===== config.mk =====
export PLATFORM = sky130hd
export DESIGN_NAME = vt_attack_control_flat
export DESIGN_NICKNAME = d
export VERILOG_FILES = /design/src/rtl/vt_attack_control_pkg.sv /design/src/rtl/vt_attack_control_if.sv /design/src/rtl/vt_attack_control_hp_register.sv /design/src/rtl/vt_attack_control.sv /design/src/flat_wrapper.sv
export SDC_FILE = /design/constraint.sdc
export NUM_CORES = 1
export LEC_CHECK = 0
export BUFFER_PORTS_ARGS = -buffer_cell sky130_fd_sc_hd__buf_2
export CORE_AREA = 4 4 42 44
export CTS_BUF_LIST = sky130_fd_sc_hd__clkbuf_4
export DETAILED_ROUTE_END_ITERATION = 10
export DIE_AREA = 0 0 46 48
export PLACE_DENSITY = 0.88
export RECOVER_POWER = 50
export SYNTH_ARGS = -nofsm -noshare
export SYNTH_HDL_FRONTEND = slang
export SYNTH_SLANG_ARGS = --single-unit

===== constraint.sdc =====
create_clock -name clock -period 3.8 [get_ports clock]
set_input_delay 0.38 -clock clock [delete_from_list [all_inputs] [get_ports clock]]
set_output_delay 0.38 -clock clock [all_outputs]
set_load 0.005 [all_outputs]

===== src/rtl/vt_attack_control_pkg.sv =====
// vt_attack_control_pkg
// Shared definitions for the attack sequencing controllers: HP width,
// starting HP, per-move damage constants, the Volt Tackle state enum and
// a saturating-subtract helper used by the HP registers.
// No ports (package).
package vt_attack_control_pkg;

  localparam int              HP_W      = 8;
  localparam logic [HP_W-1:0] MAX_HP    = HP_W'(100);
  localparam logic [HP_W-1:0] VT_DAMAGE = HP_W'(40);
  // Recoil taken by Pikachu when the recoil build option is enabled.
  localparam logic [HP_W-1:0] VT_RECOIL = VT_DAMAGE >> 2;

  // VT_APPLY is the damage-application state; it cannot be named VT_DAMAGE
  // because that identifier is the damage constant above.
  typedef enum logic [2:0] {
    VT_IDLE       = 3'd0,
    VT_CLEAR      = 3'd1,
    VT_DRAW_PIKA  = 3'd2,
    VT_FRAME_WAIT = 3'd3,
    VT_DRAW_HURT  = 3'd4,
    VT_HOLD       = 3'd5,
    VT_APPLY      = 3'd6,
    VT_DONE       = 3'd7
  } vt_state_t;

  // Compare before subtracting so the result floors at zero instead of wrapping.
  function automatic logic [HP_W-1:0] sat_sub(input logic [HP_W-1:0] a,
                                               input logic [HP_W-1:0] b);
    return (a >= b) ? (a - b) : '0;
  endfunction

endpackage


===== src/rtl/vt_attack_control_if.sv =====
// vt_attack_control_if
// Connection between the controller and the volt_tackle drawing stage.
//   master (controller): drives stage_resetn, enables, choose, plot;
//                        receives the stage done flags.
//   slave  (stage):      the mirror image.
interface vt_attack_control_if;
  logic done_animate_vt;
  logic done_pikachu_vt;
  logic done_shift;
  logic done_vt;
  logic done_hurt_meowth;

  logic stage_resetn;
  logic enable_animate;
  logic enable_p_vt;
  logic enable_draw_pika_vt;
  logic enable_draw_hurt_meowth;
  logic choose;
  logic plot;

  modport master (
    input  done_animate_vt, done_pikachu_vt, done_shift, done_vt, done_hurt_meowth,
    output stage_resetn, enable_animate, enable_p_vt, enable_draw_pika_vt,
           enable_draw_hurt_meowth, choose, plot
  );

  modport slave (
    output done_animate_vt, done_pikachu_vt, done_shift, done_vt, done_hurt_meowth,
    input  stage_resetn, enable_animate, enable_p_vt, enable_draw_pika_vt,
           enable_draw_hurt_meowth, choose, plot
  );
endinterface


===== src/rtl/vt_attack_control_hp_register.sv =====
// vt_attack_control_hp_register (the hp_register of one combatant)
// Holds one HP value: reload to MAX_HP on reset or load, saturating
// subtract of amount on sub_en, and a zero flag.
// Ports: clock, reset_all (sync, active-high), load, sub_en, amount,
//        hp (current value), zero (hp == 0).
module vt_attack_control_hp_register
  import vt_attack_control_pkg::*;
(
  input  logic            clock,
  input  logic            reset_all,
  input  logic            load,
  input  logic            sub_en,
  input  logic [HP_W-1:0] amount,
  output logic [HP_W-1:0] hp,
  output logic            zero
);

  // load has priority over sub_en, so a new battle beats a coincident hit.
  always_ff @(posedge clock) begin
    if (reset_all) begin
      hp <= MAX_HP;
    end else if (load) begin
      hp <= MAX_HP;
    end else if (sub_en) begin
      hp <= sat_sub(hp, amount);
    end
  end

  assign zero = (hp == '0);

endmodule


===== src/rtl/vt_attack_control.sv =====
// vt_attack_control
// Sequencing controller for the Volt Tackle attack. Drives the volt_tackle
// stage enables/select/reset, gates the VGA plot strobe, applies damage at
// the end of the animation and pulses attack_done.
// Ports: clock, reset_all (sync, active-high), new_battle, start,
//        stage (vt_attack_control_if.master), busy, attack_done,
//        meowth_hp, pika_hp, meowth_fainted.
// Build option: VT_RECOIL_EN -- Pikachu takes VT_DAMAGE>>2 recoil on each
// hit and cannot start the attack at zero HP.
//
// state          | meaning
// VT_IDLE        | waiting for start
// VT_CLEAR       | one-cycle reset of the stage counters
// VT_DRAW_PIKA   | plotting the Pikachu sprite
// VT_FRAME_WAIT  | animating, waiting for a frame tick or end of shift
// VT_DRAW_HURT   | plotting the hurt Meowth sprite
// VT_HOLD        | waiting for the whole animation to finish
// VT_APPLY       | damage applied on the exit edge
// VT_DONE        | attack_done pulse
module vt_attack_control
  import vt_attack_control_pkg::*;
(
  input  logic                  clock,
  input  logic                  reset_all,
  input  logic                  new_battle,
  input  logic                  start,
  vt_attack_control_if.master   stage,
  output logic                  busy,
  output logic                  attack_done,
  output logic [HP_W-1:0]       meowth_hp,
  output logic [HP_W-1:0]       pika_hp,
  output logic                  meowth_fainted
);

  vt_state_t state_q, state_d;
  logic      pika_zero;
  logic      can_start;
  logic      pika_sub;

`ifdef VT_RECOIL_EN
  assign can_start = ~meowth_fainted & ~pika_zero;
  assign pika_sub  = (state_q == VT_APPLY);
`else
  logic unused_pika_zero;
  assign unused_pika_zero = pika_zero;
  assign can_start = ~meowth_fainted;
  assign pika_sub  = 1'b0;
`endif

  always_ff @(posedge clock) begin
    if (reset_all) begin
      state_q <= VT_IDLE;
    end else begin
      state_q <= state_d;
    end
  end

  always_comb begin
    state_d = state_q;
    case (state_q)
      VT_IDLE:       if (start && can_start) state_d = VT_CLEAR;
      VT_CLEAR:      state_d = VT_DRAW_PIKA;
      VT_DRAW_PIKA:  if (stage.done_pikachu_vt) state_d = VT_FRAME_WAIT;
      // End of shift outranks a coincident frame tick.
      VT_FRAME_WAIT: begin
        if (stage.done_shift)           state_d = VT_DRAW_HURT;
        else if (stage.done_animate_vt) state_d = VT_DRAW_PIKA;
      end
      VT_DRAW_HURT:  if (stage.done_hurt_meowth) state_d = VT_HOLD;
      VT_HOLD:       if (stage.done_vt) state_d = VT_APPLY;
      VT_APPLY:      state_d = VT_DONE;
      VT_DONE:       state_d = VT_IDLE;
      default:       state_d = VT_IDLE;
    endcase
  end

  always_comb begin
    stage.stage_resetn            = 1'b1;
    stage.enable_animate          = 1'b0;
    stage.enable_draw_pika_vt     = 1'b0;
    stage.enable_draw_hurt_meowth = 1'b0;
    stage.choose                  = 1'b0;
    stage.plot                    = 1'b0;
    attack_done                   = 1'b0;
    busy                          = (state_q != VT_IDLE);
    case (state_q)
      VT_CLEAR:      stage.stage_resetn = 1'b0;
      VT_DRAW_PIKA: begin
        stage.enable_draw_pika_vt = 1'b1;
        stage.plot                = 1'b1;
      end
      VT_FRAME_WAIT: stage.enable_animate = 1'b1;
      VT_DRAW_HURT: begin
        stage.enable_draw_hurt_meowth = 1'b1;
        stage.plot                    = 1'b1;
        stage.choose                  = 1'b1;
        stage.enable_animate          = 1'b1;
      end
      VT_HOLD: begin
        stage.enable_animate = 1'b1;
        stage.choose         = 1'b1;
      end
      VT_DONE:       attack_done = 1'b1;
      default:       ;
    endcase
  end

  // The only combinational input-to-output path: the frame-advance strobe.
  assign stage.enable_p_vt = (state_q == VT_FRAME_WAIT) & stage.done_animate_vt
                             & ~stage.done_shift;

  vt_attack_control_hp_register u_meowth_hp (
    .clock     (clock),
    .reset_all (reset_all),
    .load      (new_battle),
    .sub_en    (state_q == VT_APPLY),
    .amount    (VT_DAMAGE),
    .hp        (meowth_hp),
    .zero      (meowth_fainted)
  );

  vt_attack_control_hp_register u_pika_hp (
    .clock     (clock),
    .reset_all (reset_all),
    .load      (new_battle),
    .sub_en    (pika_sub),
    .amount    (VT_RECOIL),
    .hp        (pika_hp),
    .zero      (pika_zero)
  );

endmodule


===== src/flat_wrapper.sv =====
// flat-port wrapper written by rule: the top's interface ports become plain ports
module vt_attack_control_flat import vt_attack_control_pkg::*;
  (clock, reset_all, new_battle, start, busy, attack_done, meowth_hp, pika_hp, meowth_fainted, stage_done_animate_vt, stage_done_pikachu_vt, stage_done_shift, stage_done_vt, stage_done_hurt_meowth, stage_stage_resetn, stage_enable_animate, stage_enable_p_vt, stage_enable_draw_pika_vt, stage_enable_draw_hurt_meowth, stage_choose, stage_plot);
  vt_attack_control_if stage_i ();
  input  logic clock;
  input  logic reset_all;
  input  logic new_battle;
  input  logic start;
  output logic busy;
  output logic attack_done;
  output logic [HP_W-1:0] meowth_hp;
  output logic [HP_W-1:0] pika_hp;
  output logic meowth_fainted;
  input wire logic [$bits(stage_i.done_animate_vt)-1:0] stage_done_animate_vt;
  input wire logic [$bits(stage_i.done_pikachu_vt)-1:0] stage_done_pikachu_vt;
  input wire logic [$bits(stage_i.done_shift)-1:0] stage_done_shift;
  input wire logic [$bits(stage_i.done_vt)-1:0] stage_done_vt;
  input wire logic [$bits(stage_i.done_hurt_meowth)-1:0] stage_done_hurt_meowth;
  output wire logic [$bits(stage_i.stage_resetn)-1:0] stage_stage_resetn;
  output wire logic [$bits(stage_i.enable_animate)-1:0] stage_enable_animate;
  output wire logic [$bits(stage_i.enable_p_vt)-1:0] stage_enable_p_vt;
  output wire logic [$bits(stage_i.enable_draw_pika_vt)-1:0] stage_enable_draw_pika_vt;
  output wire logic [$bits(stage_i.enable_draw_hurt_meowth)-1:0] stage_enable_draw_hurt_meowth;
  output wire logic [$bits(stage_i.choose)-1:0] stage_choose;
  output wire logic [$bits(stage_i.plot)-1:0] stage_plot;
  assign stage_i.done_animate_vt = stage_done_animate_vt;
  assign stage_i.done_pikachu_vt = stage_done_pikachu_vt;
  assign stage_i.done_shift = stage_done_shift;
  assign stage_i.done_vt = stage_done_vt;
  assign stage_i.done_hurt_meowth = stage_done_hurt_meowth;
  assign stage_stage_resetn = stage_i.stage_resetn;
  assign stage_enable_animate = stage_i.enable_animate;
  assign stage_enable_p_vt = stage_i.enable_p_vt;
  assign stage_enable_draw_pika_vt = stage_i.enable_draw_pika_vt;
  assign stage_enable_draw_hurt_meowth = stage_i.enable_draw_hurt_meowth;
  assign stage_choose = stage_i.choose;
  assign stage_plot = stage_i.plot;
  vt_attack_control u_core (.clock(clock), .reset_all(reset_all), .new_battle(new_battle), .start(start), .stage(stage_i), .busy(busy), .attack_done(attack_done), .meowth_hp(meowth_hp), .pika_hp(pika_hp), .meowth_fainted(meowth_fainted));
endmodule

# After elaboration in Yosys (flattened, before gate mapping)
# Cells that the tools add are included.
# W data, S select, Z words.
[totals]
ff_bits = 11
inputBits = 9
wordCells = 44
[op_classes]
n_addsub = 1
magnitude_cmp = 1
n_eq_ne = 12
muxes = 15
bitwise = 4
n_reduce_logical = 9
[op_table]
columns = ["cell", "count"]
rows = [
  ["$pmux W3 S8", 1],
  ["$mux W3", 6],
  ["$eq A3 B3 Y1 const B", 4],
  ["$ge A8 B6 Y1 const B", 1],
  ["$logic_not A8 Y1", 1],
  ["$mux W8", 1],
  ["$sub A8 B6 Y8 const B", 1],
  ["$mux W1", 7],
  ["$eq A3 B2 Y1 const B", 2],
  ["$ne A2 B2 Y1 const B", 3],
  ["$reduce_or A2 Y1", 3],
  ["$reduce_and A5 Y1", 1],
  ["$eq A3 B1 Y1 const B", 1],
  ["$logic_not A3 Y1", 1],
  ["$ne A3 B3 Y1 const B", 1],
  ["$reduce_bool A3 Y1", 1],
  ["$reduce_or A3 Y1", 1],
  ["$and A1 B1 Y1", 2],
  ["$ne A2 B1 Y1 const B", 1],
  ["$not A1 Y1", 2],
  ["$logic_and A1 B1 Y1", 1],
]

# Depth between registers and ports, before layout
# Gate-level depths: netlist of the first run.
[logic_depth]
depth_word = 5
ltp_mapped = 6

# Cells and area by module
# A second synthesis of the first run with hierarchy kept.
[hier_totals]
cells_unflattened = 203
hier_area_um2 = 1610.3
[modules_own_cells]
columns = ["mod", "instances", "cells_each", "area_each_um2", "seq_area_each_um2"]
rows = [
  ["vt_attack_control_hp_register", 2, 83, 669.4, 160.2],
  ["vt_attack_control", 1, 37, 271.5, 60.1],
]

# Least setup slack after synthesis of the first run
# OpenSTA, ideal clock, no wires.
[synth_path]
path_type = "reg-to-output"
startpoint = "register u_core.u_meowth_hp.hp[6]"
endpoint = "output meowth_fainted"
arrival_ns = 1.041
required_time_ns = 3.420
path_slack_ns = 2.379
path_stages_with_launch = 3
cell_sequence = "dfxtp_1 > or4_1 > nor3_2"
[synth_via]
elab_chain_len = 1
[synth_rtl]
columns = ["item", "line_no", "source"]
rows = [
  ["start: declaration", "vt_attack_control_hp_register.sv:14", "output logic [HP_W-1:0] hp,"],
  ["start signal: assignment", "vt_attack_control_hp_register.sv:25", "hp <= sat_sub(hp, amount);"],
  ["$logic_not A8 Y1", "vt_attack_control_hp_register.sv:29", "assign zero = (hp == '0);"],
  ["end: declaration", "flat_wrapper.sv:13", "output logic meowth_fainted;"],
]
# No other way between the ends.

# Worst setup path after layout of the first run
# Same ends and word-level chain as after synthesis.

==> results.cfg, run 1 <==
[synth]
yosysSeqAreaShare = 0.271
synthCells = 85
syn-cell-area_sq_um = 666
syn_area_per_cell_sq_um = 7.83
ys_types = 34
ys_warn_count = 0
synth-seq-cells = 9

[power_and_ir_drop]
cellLeakagePower_nw = 0.342
p_clk_frac = 0.354
netSwitchingFraction = 0.274
p_sw_w = 0.0000627
peakVddDrop_mv = 0.169
combPwrFrac = 0.174
power_frac_seq = 0.472
p_per_area_nw_per_um2 = 308
power_w = 0.000229
internal-power_w = 0.000166

[placed_design]
gp_routability_congestion = 0.880
portBuffers = 24
dp_hpwl_um = 1150

[detailed_routing]
wl_per_cell_um = 11.9
drt_iter0_markers = 7
num_vias = 627
final_antenna_net_count = 0
dr.pass1.iters = 4
routed_wirelength_um = 1450
viasPerCell = 5.14
drc = 0

[grt]
use_met1 = 0.162
met2_usage = 0.255
gr-usage-all-layers = 0.147
busiest_layer = met2
grt_overflow = 0
grt_antenna_before_repair = 0
grt_first_pass_wirelength_um = 2300
grt_max_degree = 19
grt_pass1_vias = 539
use_met3 = 0.0338

[timing]
slew_viol_final = 0
rsz0062_at_grt = no
tns_ps = 0
setup_violations = 0
min_period_ps = 1830
fmax_mhz = 545
finalClockSkew_ps = 5.80
hold_violations = 0
finalCritPeriodShare = 0.483

[clock_network]
ctsHoldBuffers = 0
post_cts_buffers = 0
clk_pin_slew_worst_paths_ps = 60
clock_latency_ps = 270
h-tree-depth = 1
cts_resized = 0
root_buffer = clkbuf_4
cts_buffers = 3
cts_tree = yes
cts_buffer_depth = 2
clock-sinks = 9

[floorplanning]
initial_core_util = 0.463
die_h_um = 48
fp-row-count = 14
die_width_um = 46
pin_count = 35
core_region_area_sq_um = 1440
dieArea_sq_um = 2210

[final_layout]
final_cell_mix = buf_2, conb_1, dfxtp_1, nor2_1
area_growth_pct = 11.7
fin_nets = 117
drive_gt1_frac = 0.283
final_common_cell = buf_2
nFillCells = 163
antenna_cells = 0

[critical_path]
cp-start-kind = flop
setup.worst_path.class = reg2out
worstSetupEndpointType = primary output
cp_max_fo = 7
cp_data_required_time_ps = 3420
arrival_ps = 1450

[run_status]
status = finished clean

[hold_path]
hold_class = in2reg

[job]
maxCapViolCount = 0
==> cells by family (layout without fill, tap and decap cells) <==
| logic type | after synthesis | count (layout) | synth area share |
|---|---|---|---|
| xor gates and xnor gates | 2 | 2 | 0.0263 |
| other | 2 | 10 | 0.0113 |
| and+or+nand+nor | 37 | 37 | 0.329 |
| AOI/OAI and AO/OA | 14 | 14 | 0.141 |
| DFF | 9 | 9 | 0.271 |
| adders and majority gates | 1 | 1 | 0.0188 |
| buffers and inverters | 20 | 33 | 0.203 |
==> final timing paths <==
path / start / end / slack (ps) / depth (start not counted)
max reg2reg: u_core.state_q[2]$_SDFFE_PP0P_ / u_core.u_meowth_hp.hp[2]$_SDFFE_PP1P_ / 2160 / 4
min: reset_all / u_core.state_q[2]$_SDFFE_PP0P_ / 330 / 2
min reg2reg: u_core.u_meowth_hp.hp[2]$_SDFFE_PP1P_ / u_core.u_meowth_hp.hp[2]$_SDFFE_PP1P_ / 520 / 2
max: u_core.u_meowth_hp.hp[6]$_SDFFE_PP1P_ / meowth_fainted / 1970 / 3
==> sequential cells by signal (all words and copies together), names as in the netlist <==
name                   cells
u_core.state_q             3
u_core.u_meowth_hp.hp      6
==> worst max-delay path, cell delays in order, from the launching register on <==
cell and delay (ps):
dfxtp_1 370, or4_1 550, nor3_2 140, buf_2 140
==> power groups by stage <==
stage / sequential, W / clock, W / combinational, W
3_5_place_dp: 0.000110 / 0 / 0.0000404
6_report: 0.000108 / 0.0000811 / 0.0000397
5_1_grt: 0.000110 / 0.0000874 / 0.0000456
2_1_floorplan: 0.000102 / 0 / 0.0000438
4_1_cts: 0.000108 / 0.0000837 / 0.0000405
3_3_place_gp: 0.000110 / 0 / 0.0000396
==> layout make-up <==
class                   count  area, sq um  share of cell area
multi-input cells          64          378               0.508
flip-flops and latches      9          180               0.242
repair buffers             24          116               0.157
clock buffers               4         30.0              0.0404
well taps                  16         20.0              0.0269
inverters                   5         18.8              0.0253
==> stage by stage <==
| stage | setup slack (ps) | utilization | cells | cell area [sq um] | hold WS (ps) |
|---|---|---|---|---|---|
| finish | 1970 | 0.517 | 122 | 743 | 333 |
| global route | 1840 | 0.517 | 122 | 743 | 351 |
| CTS | 1950 | 0.522 | 122 | 749 | 330 |
| detailed placement | 2230 | 0.501 | 118 | 719 | 508 |
| global placement | 2250 | 0.501 | 118 | 719 | 487 |
| floorplan | 2380 | - | 93 | 696 | 449 |
==> Yosys cell counts <==
| library cell | count | area, sq um |
|---|---|---|
| a2111oi_0 | 1 | 8.76 |
| a2111oi_2 | 1 | 15.0 |
| a21oi_1 | 4 | 20.0 |
| and2b_1 | 1 | 7.51 |
| and3_1 | 1 | 6.26 |
| and3b_1 | 1 | 8.76 |
| buf_2 | 1 | 5.00 |
| buf_4 | 13 | 97.6 |
| clkbuf_8 | 1 | 13.8 |
| conb_1 | 2 | 7.51 |
| dfxtp_1 | 9 | 180 |
| ha_1 | 1 | 12.5 |
| inv_1 | 5 | 18.8 |
| nand2_1 | 4 | 15.0 |
| nand2_2 | 1 | 6.26 |
| nand2b_1 | 3 | 18.8 |
| nand3_1 | 2 | 10.0 |
| nand3b_1 | 2 | 15.0 |
| nor2_1 | 8 | 30.0 |
| nor2b_1 | 2 | 12.5 |
| nor3_1 | 3 | 15.0 |
| nor3_2 | 2 | 20.0 |
| nor3b_1 | 1 | 7.51 |
| nor4_1 | 1 | 6.26 |
| nor4b_1 | 2 | 17.5 |
| o211ai_1 | 1 | 7.51 |
| o21ai_0 | 4 | 20.0 |
| o22ai_1 | 1 | 6.26 |
| o2bb2ai_1 | 1 | 8.76 |
| o31ai_1 | 1 | 7.51 |
| or2_2 | 1 | 6.26 |
| or3b_2 | 1 | 8.76 |
| or4_1 | 1 | 7.51 |
| xnor2_1 | 2 | 17.5 |
==> layer usage <==
| metal | wire length (um) | share of wire | vias up |
|---|---|---|---|
| met4 | 40 | 0.028 | 0 |
| met2 | 663 | 0.46 | 32 |
| li1 | - | - | 311 |
| met3 | 157 | 0.11 | 5 |
| met5 | 0 | 0 | - |
| met1 | 592 | 0.41 | 279 |
No activity file was read; power rests on OpenSTA's default activity.
==> inputs of run 2 (changes only) <==
--- a/config.mk
+++ b/config.mk
@@ -6,11 +6,11 @@
 export NUM_CORES = 1
 export LEC_CHECK = 0
 export BUFFER_PORTS_ARGS = -buffer_cell sky130_fd_sc_hd__buf_2
-export CORE_AREA = 4 4 42 44
+export CORE_AREA = 4 4 44 46
 export CTS_BUF_LIST = sky130_fd_sc_hd__clkbuf_4
 export DETAILED_ROUTE_END_ITERATION = 10
-export DIE_AREA = 0 0 46 48
-export PLACE_DENSITY = 0.88
+export DIE_AREA = 0 0 48 50
+export PLACE_DENSITY = 0.81
 export RECOVER_POWER = 50
 export SYNTH_ARGS = -nofsm -noshare
 export SYNTH_HDL_FRONTEND = slang
==> constraint.sdc (replaced) <==
create_clock -name clock -period 1.8 [get_ports clock]
set_input_delay 0.18 -clock clock [delete_from_list [all_inputs] [get_ports clock]]
set_output_delay 0.18 -clock clock [all_outputs]
set_load 0.005 [all_outputs]
==> run 2 against run 1 <==
- utilization shrank 1.7 points
- critical path depth did not move
- count of clock-buffer cells in the layout stayed put
- clock skew down 3.4 ps
- first-iteration DRC count grew 29%
- largest cell class unchanged
- highest routed layer unchanged
==> results.cfg, run 2 (same netlist as run 1, synthesis figures left out) <==
[run_status]
status = finished clean

[detailed_routing]
final_antenna_net_count = 0
num_vias = 617
dr.max_layer_used = met4
routed-wl-met3_um = 168
wl_per_cell_um = 11.4
met1Wirelength_um = 643
wl_met2_um = 575
dr.pass1.iters = 4
routed_wirelength_um = 1420
drt_iter0_markers = 9
drc = 0
viasPerCell = 4.98

[critical_path]
r2r_cells = 4
cp-start-kind = flop
cp_data_required_time_ps = 1620
startpoint = u_core.u_meowth_hp.hp[6]$_SDFFE_PP1P_
worstReg2RegStart = u_core.state_q[2]$_SDFFE_PP0P_
r2r_end = u_core.u_meowth_hp.hp[5]$_SDFFE_PP1P_
regToRegSetupSlack_ps = 320
arrival_ps = 1530
worstSetupEndpointType = primary output
cp_max_fo = 7
setup.worst_path.class = reg2out

[final_layout]
antenna_cells = 0
drive_gt1_frac = 0.278
postLayoutCellArea_sq_um = 753
nFillCells = 168
final_cells = 124
final_common_cell = buf_2
top_register = u_core.u_meowth_hp.hp
largest_register_ffs = 6
fin_nets = 119
top_regs = u_core.u_meowth_hp.hp x6, u_core.state_q x3
final_cell_mix = buf_2, conb_1, dfxtp_1, nor2_1
area_growth_pct = 13.2
finish.utilization = 0.500

[timing]
finalCritPeriodShare = 0.948
setup_ws_ps = 93.6
tns_ps = 0
min_period_ps = 1710
setup_violations = 0
slew_viol_final = 0
fmax_mhz = 586
rsz0062_at_grt = no
finalClockSkew_ps = 2.42
hold_violations = 0

[floorplanning]
die_h_um = 50
die_width_um = 48
pin_count = 35
fp-row-count = 14
core_region_area_sq_um = 1510
dieArea_sq_um = 2400
initial_core_util = 0.442

[hold_path]
hold_class = in2reg
worstHoldStart = reset_all
hold_depth = 2
holdPathEnd = u_core.state_q[2]$_SDFFE_PP0P_

[power_and_ir_drop]
cellLeakagePower_nw = 0.344
p_per_area_nw_per_um2 = 648
peakVddDrop_mv = 0.416

[grt]
grt_antenna_before_repair = 0
grt_first_pass_wirelength_um = 2100
grt_overflow = 0
gr-usage-all-layers = 0.121
grt_pass1_vias = 478
grt_max_degree = 14

[placed_design]
post_dp_cell_area_sq_um = 734
portBuffers = 24
dp_hpwl_um = 1130
place_ws_ps = 341
dp.cells = 120
gp_routability_congestion = 0.825

[clock_network]
clock_latency_ps = 260
clock-sinks = 9
cts_tree = yes
cts_resized = 0
h-tree-depth = 1
cts_buffer_depth = 2
post_cts_buffers = 0
root_buffer = clkbuf_4
ctsHoldBuffers = 0
cts_buffers = 3
clk_pin_slew_worst_paths_ps = 60

[job]
maxCapViolCount = 0
run 2: changes by cell type in the layout (fill, tap and decap cells not counted):
| cell | before | now |
|---|---|---|
| buf_2 | 21 | 20 |
| buf_4 | 0 | 1 |
| clkbuf_1 | 3 | 5 |
run 2: final cells by class:
type / count / area [sq um] / share of cell area
Clock buffer: 4 / 30.0 / 0.0399
Inverter: 5 / 18.8 / 0.0249
Multi-Input combinational cell: 64 / 378 / 0.502
Sequential cell: 9 / 180 / 0.239
Tap cell: 16 / 20.0 / 0.0266
Timing Repair Buffer: 26 / 126 / 0.168
run 2: critical path: stages, from the launching register on:
cell and delay (ps):
dfxtp_1 370, or4_1 550, nor3_2 180, buf_2 160
run 2: how the worst max path moves through the flow:
stage	slack, ps	end
floorplan	450	u_core.state_q[0]$_SDFFE_PP0P_
global placement	370	u_core.state_q[0]$_SDFFE_PP0P_
detailed placement	340	u_core.u_meowth_hp.hp[5]$_SDFFE_PP1P_
CTS	90	meowth_fainted
global route	20	meowth_fainted
finish	90	meowth_fainted
run 2: metrics by stage:
step                hold WS, ps  power (W)
finish                      149   0.000488
global route                163   0.000521
floorplan                   249   0.000308
CTS                         145   0.000498
detailed placement          425   0.000323
global placement            407   0.000321
run 2: layer usage:
metal / global-route usage / vias to the layer above
met3: 0.0255 / 2
met4: 0.0673 / 0
met1: 0.167 / 266
li1: - / 320
met5: 0 / -
met2: 0.167 / 29
run 2: power breakdown:
part	switching, W	internal, W
sequential	0.0000137	0.000207
clock	0.0000699	0.000100
combinational	0.0000501	0.0000471
total	0.000134	0.000354
